===== config.mk =====
export PLATFORM = sky130hd
export DESIGN_NAME = prbs_seq_ctrl
export DESIGN_NICKNAME = d
export VERILOG_FILES = /design/src/rtl/prbs_seq_ctrl.sv
export SDC_FILE = /design/constraint.sdc
export NUM_CORES = 1
export LEC_CHECK = 0
export CAP_MARGIN = 20
export CELL_PAD_IN_SITES_DETAIL_PLACEMENT = 0
export CELL_PAD_IN_SITES_GLOBAL_PLACEMENT = 2
export CORE_MARGIN = 5
export CORE_UTILIZATION = 32
export CTS_BUF_LIST = sky130_fd_sc_hd__clkbuf_4 sky130_fd_sc_hd__clkbuf_8 sky130_fd_sc_hd__clkbuf_16
export CTS_CLUSTER_DIAMETER = 60
export CTS_CLUSTER_SIZE = 14
export DETAILED_ROUTE_END_ITERATION = 10
export GPL_TIMING_DRIVEN = 0
export PLACE_DENSITY = 0.79
export RECOVER_POWER = 100
export SKIP_LAST_GASP = 1
export SLEW_MARGIN = 5
export SYNTH_ARGS = -nofsm -noshare
export SYNTH_HDL_FRONTEND = slang
export SYNTH_SLANG_ARGS = --single-unit

===== constraint.sdc =====
create_clock -name clk -period 3.7 [get_ports clk]
set_clock_uncertainty 0.05 [all_clocks]
set_input_delay 0.37 -clock clk [delete_from_list [all_inputs] [get_ports clk]]
set_output_delay 0.37 -clock clk [all_outputs]
set_load 0.01 [all_outputs]

===== src/rtl/prbs_seq_ctrl.sv =====
// prbs_seq_ctrl: run-level sequencer for the PRBS-15 pattern core.
// A run collects four host bytes, resets and arms the core, feeds it the bytes, then times a
// 32*n-cycle serial phase and a rand_len-cycle scramble phase. Serial and random outputs are
// qualified with valid strobes one cycle after each active edge, because the core output is
// registered.
// Build option: define PRBS_CTRL_WDOG_EN to enable the LOAD-phase host-byte watchdog, which
// sets the sticky err flag. Without it, LOAD waits forever and err stays 0.
module prbs_seq_ctrl #(
   parameter int unsigned LEN_W       = 16,
   parameter int unsigned WDOG_CYCLES = 1024
) (
   input  logic             clk,
   input  logic             rst,
   input  logic             start,
   input  logic             abort,
   input  logic [2:0]       cfg_n,
   input  logic [LEN_W-1:0] cfg_rand_len,
   input  logic [7:0]       s_data,
   input  logic             s_valid,
   output logic             s_ready,
   output logic             core_rst_n,
   output logic [2:0]       core_n,
   output logic [7:0]       core_data_in,
   input  logic             core_data_out,
   input  logic [7:0]       core_data_rnd,
   output logic             ser_bit,
   output logic             ser_valid,
   output logic [7:0]       rnd_byte,
   output logic             rnd_valid,
   output logic             busy,
   output logic             done,
   output logic             err
);

   typedef enum logic [2:0] {
      StIdle,
      StLoad,
      StArm,
      StFeed,
      StSerial,
      StScramble,
      StDone
   } state_e;

   state_e           state_q, state_d;
   logic [7:0]       pat_q [4];
   logic [7:0]       pat_d [4];
   logic [1:0]       byte_cnt_q, byte_cnt_d;
   logic [7:0]       ser_cnt_q, ser_cnt_d;
   logic [LEN_W-1:0] rnd_cnt_q, rnd_cnt_d;
   logic [2:0]       core_n_q, core_n_d;
   logic [LEN_W-1:0] rand_len_q, rand_len_d;
   logic             core_rst_n_q, core_rst_n_d;
   logic             ser_valid_q, ser_valid_d;
   logic             rnd_valid_q, rnd_valid_d;
   logic             err_q, err_d;

   logic             accept;
   logic             wdog_trip;
   logic [7:0]       ser_last;
   logic [LEN_W-1:0] rnd_last;

   assign accept   = s_valid & s_ready;
   // 32*n fits in 8 bits for n up to 7 (224), so the terminal count never wraps.
   assign ser_last = {core_n_q, 5'd0} - 8'd1;
   assign rnd_last = rand_len_q - LEN_W'(1);

`ifdef PRBS_CTRL_WDOG_EN
   localparam int unsigned WdogW = $clog2(WDOG_CYCLES + 1);

   logic [WdogW-1:0] wdog_cnt_q, wdog_cnt_d;

   // Count LOAD cycles without an accepted byte; restart on every byte and outside LOAD.
   always_comb begin
      wdog_cnt_d = '0;
      wdog_trip  = 1'b0;
      if (state_q == StLoad && !accept) begin
         if (wdog_cnt_q == WdogW'(WDOG_CYCLES - 1)) begin
            wdog_trip = 1'b1;
         end else begin
            wdog_cnt_d = wdog_cnt_q + WdogW'(1);
         end
      end
   end

   // Watchdog counter register.
   always_ff @(posedge clk or posedge rst) begin
      if (rst) begin
         wdog_cnt_q <= '0;
      end else begin
         wdog_cnt_q <= wdog_cnt_d;
      end
   end
`else
   logic unused_wdog;

   assign wdog_trip   = 1'b0;
   assign unused_wdog = ^WDOG_CYCLES;
`endif

   // Run sequencing: state transitions, byte capture, phase counters and config latching.
   always_comb begin
      state_d    = state_q;
      pat_d      = pat_q;
      byte_cnt_d = byte_cnt_q;
      ser_cnt_d  = ser_cnt_q;
      rnd_cnt_d  = rnd_cnt_q;
      core_n_d   = core_n_q;
      rand_len_d = rand_len_q;
      err_d      = err_q;

      unique case (state_q)
         StIdle: begin
            // Counters start clean each run so a partially loaded buffer is discarded.
            byte_cnt_d = '0;
            ser_cnt_d  = '0;
            rnd_cnt_d  = '0;
            if (start && !abort) begin
               core_n_d   = cfg_n;
               rand_len_d = cfg_rand_len;
               err_d      = 1'b0;
               state_d    = StLoad;
            end
         end
         StLoad: begin
            if (accept) begin
               pat_d[byte_cnt_q] = s_data;
               byte_cnt_d        = byte_cnt_q + 2'd1;
               if (byte_cnt_q == 2'd3) begin
                  state_d = StArm;
               end
            end else if (wdog_trip) begin
               err_d   = 1'b1;
               state_d = StIdle;
            end
         end
         StArm: begin
            state_d = StFeed;
         end
         StFeed: begin
            // byte_cnt wrapped to 0 after the fourth byte, so it indexes the feed directly.
            byte_cnt_d = byte_cnt_q + 2'd1;
            if (byte_cnt_q == 2'd3) begin
               if (core_n_q != 3'd0) begin
                  state_d = StSerial;
               end else if (rand_len_q != '0) begin
                  state_d = StScramble;
               end else begin
                  state_d = StDone;
               end
            end
         end
         StSerial: begin
            if (ser_cnt_q == ser_last) begin
               ser_cnt_d = '0;
               state_d   = (rand_len_q != '0) ? StScramble : StDone;
            end else begin
               ser_cnt_d = ser_cnt_q + 8'd1;
            end
         end
         StScramble: begin
            if (rnd_cnt_q == rnd_last) begin
               rnd_cnt_d = '0;
               state_d   = StDone;
            end else begin
               rnd_cnt_d = rnd_cnt_q + LEN_W'(1);
            end
         end
         StDone: begin
            state_d = StIdle;
         end
         default: begin
            state_d = StIdle;
         end
      endcase

      // Abort overrides every other transition, including a watchdog trip in the same cycle.
      if (abort && state_q != StIdle) begin
         state_d = StIdle;
         err_d   = err_q;
      end
   end

   // Registered core reset and output qualifiers; valids trail the active phase by one cycle.
   always_comb begin
      core_rst_n_d = state_d inside {StArm, StFeed, StSerial, StScramble};
      ser_valid_d  = (state_q == StSerial) && !abort;
      rnd_valid_d  = (state_q == StScramble) && !abort;
   end

   // State and datapath registers.
   always_ff @(posedge clk or posedge rst) begin
      if (rst) begin
         state_q      <= StIdle;
         for (int i = 0; i < 4; i++) begin
            pat_q[i] <= '0;
         end
         byte_cnt_q   <= '0;
         ser_cnt_q    <= '0;
         rnd_cnt_q    <= '0;
         core_n_q     <= '0;
         rand_len_q   <= '0;
         core_rst_n_q <= 1'b0;
         ser_valid_q  <= 1'b0;
         rnd_valid_q  <= 1'b0;
         err_q        <= 1'b0;
      end else begin
         state_q      <= state_d;
         pat_q        <= pat_d;
         byte_cnt_q   <= byte_cnt_d;
         ser_cnt_q    <= ser_cnt_d;
         rnd_cnt_q    <= rnd_cnt_d;
         core_n_q     <= core_n_d;
         rand_len_q   <= rand_len_d;
         core_rst_n_q <= core_rst_n_d;
         ser_valid_q  <= ser_valid_d;
         rnd_valid_q  <= rnd_valid_d;
         err_q        <= err_d;
      end
   end

   assign s_ready      = (state_q == StLoad);
   assign busy         = (state_q != StIdle);
   assign done         = (state_q == StDone);
   assign core_rst_n   = core_rst_n_q;
   assign core_n       = core_n_q;
   assign core_data_in = (state_q == StFeed) ? pat_q[byte_cnt_q] : 8'd0;
   assign ser_bit      = core_data_out;
   assign ser_valid    = ser_valid_q;
   assign rnd_byte     = core_data_rnd;
   assign rnd_valid    = rnd_valid_q;
   assign err          = err_q;

endmodule


Yosys cells after proc, flatten, opt, wreduce, memory -nomap -nowiden
Index checks and enable logic that the tools add are counted.
{"block": "totals", "ff_bits": 83, "elab_cells": 76, "output_inout_bits": 27, "in_bits": 41}
{"block": "classes", "n_eq_ne": 14, "n_lt_le_gt_ge": 2, "bitwise": 2, "n_addsub": 5, "reduce_logical": 17, "muxes": 23}
{"op": "$mux 8", "n": 5}
{"op": "$bwmux 32", "n": 1}
{"op": "$pmux 16 s2", "n": 1}
{"op": "$mux 3", "n": 7}
{"op": "$pmux 3 s6", "n": 1}
{"op": "$add 16x1->16 const B", "n": 1}
{"op": "$bmux 8 s2", "n": 1}
{"op": "$demux 8 s2", "n": 1}
{"op": "$eq 16x16->1", "n": 1}
{"op": "$mux 16", "n": 1}
{"op": "$pmux 8 s2", "n": 1}
{"op": "$reduce_bool 16->1", "n": 1}
{"op": "$sub 16x1->16 const B", "n": 1}
{"op": "$eq 3x3->1 const B", "n": 5}
{"op": "$eq 3x2->1 const B", "n": 4}
{"op": "$reduce_bool 3->1", "n": 3}
{"op": "$add 8x1->8 const B", "n": 1}
{"op": "$eq 8x8->1", "n": 1}
{"op": "$sub 8x1->8 const B", "n": 1}
{"op": "$mux 2", "n": 3}
{"op": "$pmux 2 s3", "n": 1}
{"op": "$reduce_and 2->1", "n": 3}
{"op": "$logic_and 1x1->1", "n": 5}
{"op": "$reduce_bool 2->1", "n": 2}
{"op": "11 further kinds", "n": 11}

Logic depth before layout (Yosys ltp)
{"block": "depth", "ltp_word": 8, "mapped_depth": 11, "depth_no_buf": 9}

Worst setup path after synthesis
No wires, ideal clock.
{"block": "synth_timing", "kind": "register to register", "start": "register rand_len_q[0]", "end": "register rnd_cnt_q[8]", "arrival_ns": 2.960, "required_time_ns": 3.510, "setup_ns": 0.140, "n_path_buf": 2, "path_stages_with_launch": 12, "period_less_slack_ns": 3.149, "setup_slack_ns": 0.551, "cell_sequence": "dfrtp_1 inv_1 ha_1 or3b_2 or4_4 mux2i_1 a32o_1 or4_1 buf_6 nand2_2 buf_4 o311ai_1"}
{"block": "synth_via", "elab_chain_len": 4}
{"element": "start: declaration", "line": "52", "rtl": "logic [LEN_W-1:0] rand_len_q, rand_len_d;"}
{"element": "start signal: assignment", "line": "214", "rtl": "rand_len_q <= rand_len_d;"}
{"element": "$sub 16x1->16", "line": "66", "rtl": "assign rnd_last = rand_len_q - LEN_W'(1);"}
{"element": "$eq 16x16->1", "line": "162", "rtl": "if (rnd_cnt_q == rnd_last) begin"}
{"element": "$mux 16", "line": "162"}
{"element": "$pmux 16 s2", "line": "112", "rtl": "unique case (state_q)"}
{"element": "end signal: assignment", "line": "212", "rtl": "rnd_cnt_q <= rnd_cnt_d;"}
{"element": "end: declaration", "line": "50", "rtl": "logic [LEN_W-1:0] rnd_cnt_q, rnd_cnt_d;"}
No other way between the ends.
A chain may end at the register's enable or synchronous reset.

Final worst setup path
{"block": "layout_timing", "start": "register rand_len_q[0]", "end": "register rnd_cnt_q[5]"}
Same word-level chain as after synthesis.

==> reports/summary.md <==
Of the total power, the share spent switching nets is 34.4%. Horizontal die dimension: 131 microns. The post-detailed-placement cell area is 5550 sq um.

In the final routed layout, each cell accounts on average for 16.0 microns. The run gives 0.34 ns as the clock latency on the worst-skew pair. The synthesized design spends more area on one cell type than any other, namely dfrtp_1. In this run, the clock network consumes 23.5% of the power.

For this block, the initial DRC count from the detailed router was 195. In this run the post-CTS setup repair buffer count came out at 0. The number of global-route vias before repair was 3616; the count of instances resized after the clock tree is built was 0.

The run gives 37.5% as the sequential share of power. At the end of the flow the core is filled with cells to 40.3%. Static timing analysis puts the maximum clock frequency at 0.287 GHz. Entering global routing, the biggest net connects 43 pins.

The number of enable-type register cells in the synthesized netlist is 0, and the vias after detailed routing is 3600. The worst register-to-register path has a depth of 11. The worst-case IR drop observed on VDD is 0.293 mV.

Counting I/O delays and the setup requirement, the final critical path takes 3.48 ns. TritonCTS built the clock tree. The most used flip-flop cell after synthesis was dfrtp_1. The start-to-end type of the worst setup path was flop to flop.

The net load switching power is 1.33 mW. For this run, global-route usage on met3 was measured as 2.94%. Counting every instance in the synthesized netlist gives 448. The initial utilization of the core area, before any placement, comes to 32.6%. Averaged over all synthesized cells, the footprint is 10.5 sq um. The clock edge transition at the registers on the reported setup and hold paths came out at 0.06 ns. The hold-fix buffer count after cts is 0. The number of levels in the clock H-tree is 3. In this run the remaining antenna-violating nets after routing total 0.

The top cell type by area accounts for 44.0% of the synthesized area. Compared with the post-synthesis result, the final layout area differs by 23.4%. Sorting the synthesized cells by area gives the leading types as dfrtp_1 44%, mux2_2 12%, mux4_2 3.8%, xnor2_1 3.3%, nand2_1 3.3%.

For this run, global-route usage on met2 was measured as 20.2%. Measured along the y axis, the die boundary spans 131 microns. Global routing used 18.8% of the available met1 tracks. The number of antenna violations at the first check in global routing is 0, and the headroom to the max-slew limit is -23.0%.

For the register-to-register setup slack, the log shows 0.22 ns. Overall routing resource usage: 13.3%. Number of hold-slack violations in the final timing report: 0.

The pre-antenna-repair detailed-routing pass consisted of 4 iterations. After floorplanning, the core was divided into 44 placement rows. The tightest min-delay check is of the flop to flop type. Power comes to 3.87 mW. Data arrival time of the critical path: 3.63 ns. Terminating pin of the worst hold path: pat_q[13]. The deepest clock path buffer count was 2.

The tools report the reg-to-reg endpoint as rnd_cnt_q[5]. The number of pins with negative max-slew slack in the final report was 43; the number of I/O port buffers was 57. The fraction of synthesis flops using an asynchronous set or reset pin was 100%. Busiest layer in global routing: met2. In this run the cell area of the synthesized design comes to 4720 sq um. The number of I/O pins came out at 68. The leakage power of the design was 2.39 nW. Setup violations remaining at the end of the flow were counted as 0. For this run, the register share of the synthesized area comes to 44.0%. The count of cells along the worst hold path was 1. In this run the most critical hold path is launched from pat_q[13]. After the last flow step, the layout net total stands at 567. For this run, the number of Yosys warnings is 0. The run gives 11.3 mm as the overall routed net length. The worst setup path is launched from a flop. The run gives 498 as the synthesized netlist net count.

The checks that failed: max-capacitance violations, max-slew violations. The summed negative setup slack over all endpoints is 0 ns. For this run the aggregate overflow at the end of global routing stands at 0. The required time at the endpoint of the critical path came out at 3.85 ns.

After detailed routing, the number of vias per cell comes to 5.11. The run finished, with violations left. The congestion estimate from routability-driven global placement came to 0.793.

In this run the worst path has a maximum fanout of 10. The final critical-path share of the clock period was 94.2%; the wire length of the first global-routing pass was 19.0 mm. The number of clock buffers added by TritonCTS is 9.

Transition at the pin with the smallest max-transition slack: 1.83 ns. Setup repair after global routing left no endpoint under its margin. CTS saw 83 sinks. The synthesized netlist contains 58 unique library cells. The nature of the critical path endpoint was a flop. The max-cap check violation count is 1. The HPWL after detailed placement is 8.14 mm. The total internal power was 2.54 mW; the standard cell core area was 14500 sq um. Combinational cells account for 38.9% of the total power. The finished cells cover 5830 sq um. The floorplan step defined a die boundary enclosing 17300 sq um. The power density over cell area works out to 664 nW/um^2.

Cells with a size suffix above 1 make up 20.5% of the layout. The root buffer cell chosen for the clock tree is clkbuf_16. For this run, design rule violations remaining after detail routing come to 0. 0 antenna diodes ended up in the layout. In this run the critical register-to-register path is launched from rand_len_q[0].

After synthesis the netlist holds a flip-flop and latch count of 83.
==> registers in the layout, summed over array words and instances (netlist names) <==
| name | flops |
|---|---|
| core_n | 3 |
| rand_len_q | 16 |
| pat_q | 32 |
| core_rst_n | 1 |
| rnd_cnt_q | 16 |
| byte_cnt_q | 2 |
| ser_cnt_q | 8 |
| rnd_valid | 1 |
| ser_valid | 1 |
| state_q | 3 |
==> power groups by stage <==
| stage | Combinational (mW) | Clock (mW) | Sequential [mW] |
|---|---|---|---|
| floorplan | 1.16 | 0 | 1.40 |
| global placement | 1.52 | 0 | 1.45 |
| detailed placement | 1.55 | 0 | 1.47 |
| CTS | 1.56 | 0.940 | 1.45 |
| global route | 1.67 | 0.977 | 1.49 |
| finish | 1.51 | 0.911 | 1.45 |
==> cell families (layout without fill, tap and decap cells) <==
| group | after synthesis | in the layout | synth area share [%] |
|---|---|---|---|
| AOI/OAI and AO/OA | 72 | 72 | 10.2 |
| xor gates and xnor gates | 24 | 24 | 4.45 |
| muxes | 62 | 62 | 16.6 |
| other | 1 | 1 | 0.0794 |
| DFF | 83 | 83 | 44.0 |
| buffers and inverters | 48 | 121 | 5.19 |
| and+or+nand+nor | 149 | 149 | 17.1 |
| adders and majority gates | 9 | 9 | 2.38 |
==> metrics by stage <==
| step | worst slack [ns] | hold slack, ns | instances |
|---|---|---|---|
| floorplan | 0.551 | 0.386 | 448 |
| global placement | -0.335 | 0.432 | 689 |
| detailed placement | 0.270 | 0.439 | 690 |
| CTS | 0.238 | 0.398 | 705 |
| global route | 0.0627 | 0.458 | 705 |
| finish | 0.216 | 0.453 | 705 |
==> worst max-delay path, stage by stage (launching register included) <==
cell and delay [ns]:
dfrtp_1 0.45, inv_1 0.09, ha_1 0.21, or3b_2 0.50, or4_4 0.54, mux2i_1 0.14
a32o_1 0.20, or4_1 0.52, buf_6 0.16, nand2_2 0.11, buf_4 0.20, o311ai_0 0.15
==> worst max path at each step <==
| stage | from | endpoint | slack, ns | cells past startpoint |
|---|---|---|---|---|
| after floorplan | rand_len_q[0] | rnd_cnt_q[8] | 0.55 | 11 |
| after global placement | rst | rand_len_q[5] | -0.33 | 2 |
| after detailed placement | rand_len_q[0] | rnd_cnt_q[7] | 0.27 | 11 |
| after CTS | rand_len_q[0] | rnd_cnt_q[7] | 0.24 | 11 |
| after global routing | rand_len_q[0] | rnd_cnt_q[7] | 0.06 | 11 |
| final | rand_len_q[0] | rnd_cnt_q[5] | 0.22 | 11 |
==> synthesized netlist by cell type, drive strengths merged, types with 8 or more instances <==
cell and number:
dfrtp 83, mux2 52, nand2 42, o21ai 23, xnor2 18, buf 17, clkbuf 17, nor2 15
inv 14, a21oi 12, and3 12, nand3 12, nand4 12, ha 9, nor3 9, o311ai 9
mux4 8
==> cell usage in the layout, fill, tap and decap left out, types with 3 or more instances in the layout <==
cell type | netlist | routed
a21oi_1 | 12 | 12
a31oi_1 | 4 | 4
a32o_1 | 3 | 3
and2_1 | 5 | 3
and3_1 | 12 | 12
buf_4 | 11 | 11
buf_6 | 3 | 3
clkbuf_1 | 17 | 18
clkbuf_16 | 0 | 9
clkdlybuf4s50_1 | 0 | 31
dfrtp_1 | 83 | 83
dlygate4sd3_1 | 0 | 26
ha_1 | 9 | 9
inv_1 | 14 | 13
mux2_2 | 52 | 52
mux4_2 | 8 | 8
nand2_1 | 41 | 41
nand2b_1 | 3 | 3
nand3_1 | 12 | 12
nand4_1 | 12 | 12
nor2_1 | 14 | 14
nor2b_1 | 5 | 5
nor3_1 | 9 | 9
nor3b_1 | 3 | 3
nor4_1 | 6 | 6
o211ai_1 | 3 | 3
o21ai_0 | 19 | 22
o311ai_0 | 3 | 8
or2_2 | 7 | 7
or3_1 | 6 | 6
or4_1 | 3 | 3
xnor2_1 | 18 | 18
xor2_1 | 6 | 6
==> metal layers <==
metal  wire, microns  part of all wire [%]
met1            5540                    49
met2            5090                    45
met3             465                   4.1
met4             162                   1.4
met5               0                     0
==> final cells by class <==
cell class / count / area, sq um
Inverter: 14 / 53.8
Tap cell: 184 / 230
Buffer: 34 / 193
Multi-Input combinational cell: 317 / 2400
Sequential cell: 83 / 2080
Clock inverter: 6 / 75.1
Clock buffer: 9 / 225
Timing Repair Buffer: 58 / 576
Fill cell: 1434 / 8650
No activity file was read; power rests on OpenSTA's default activity.
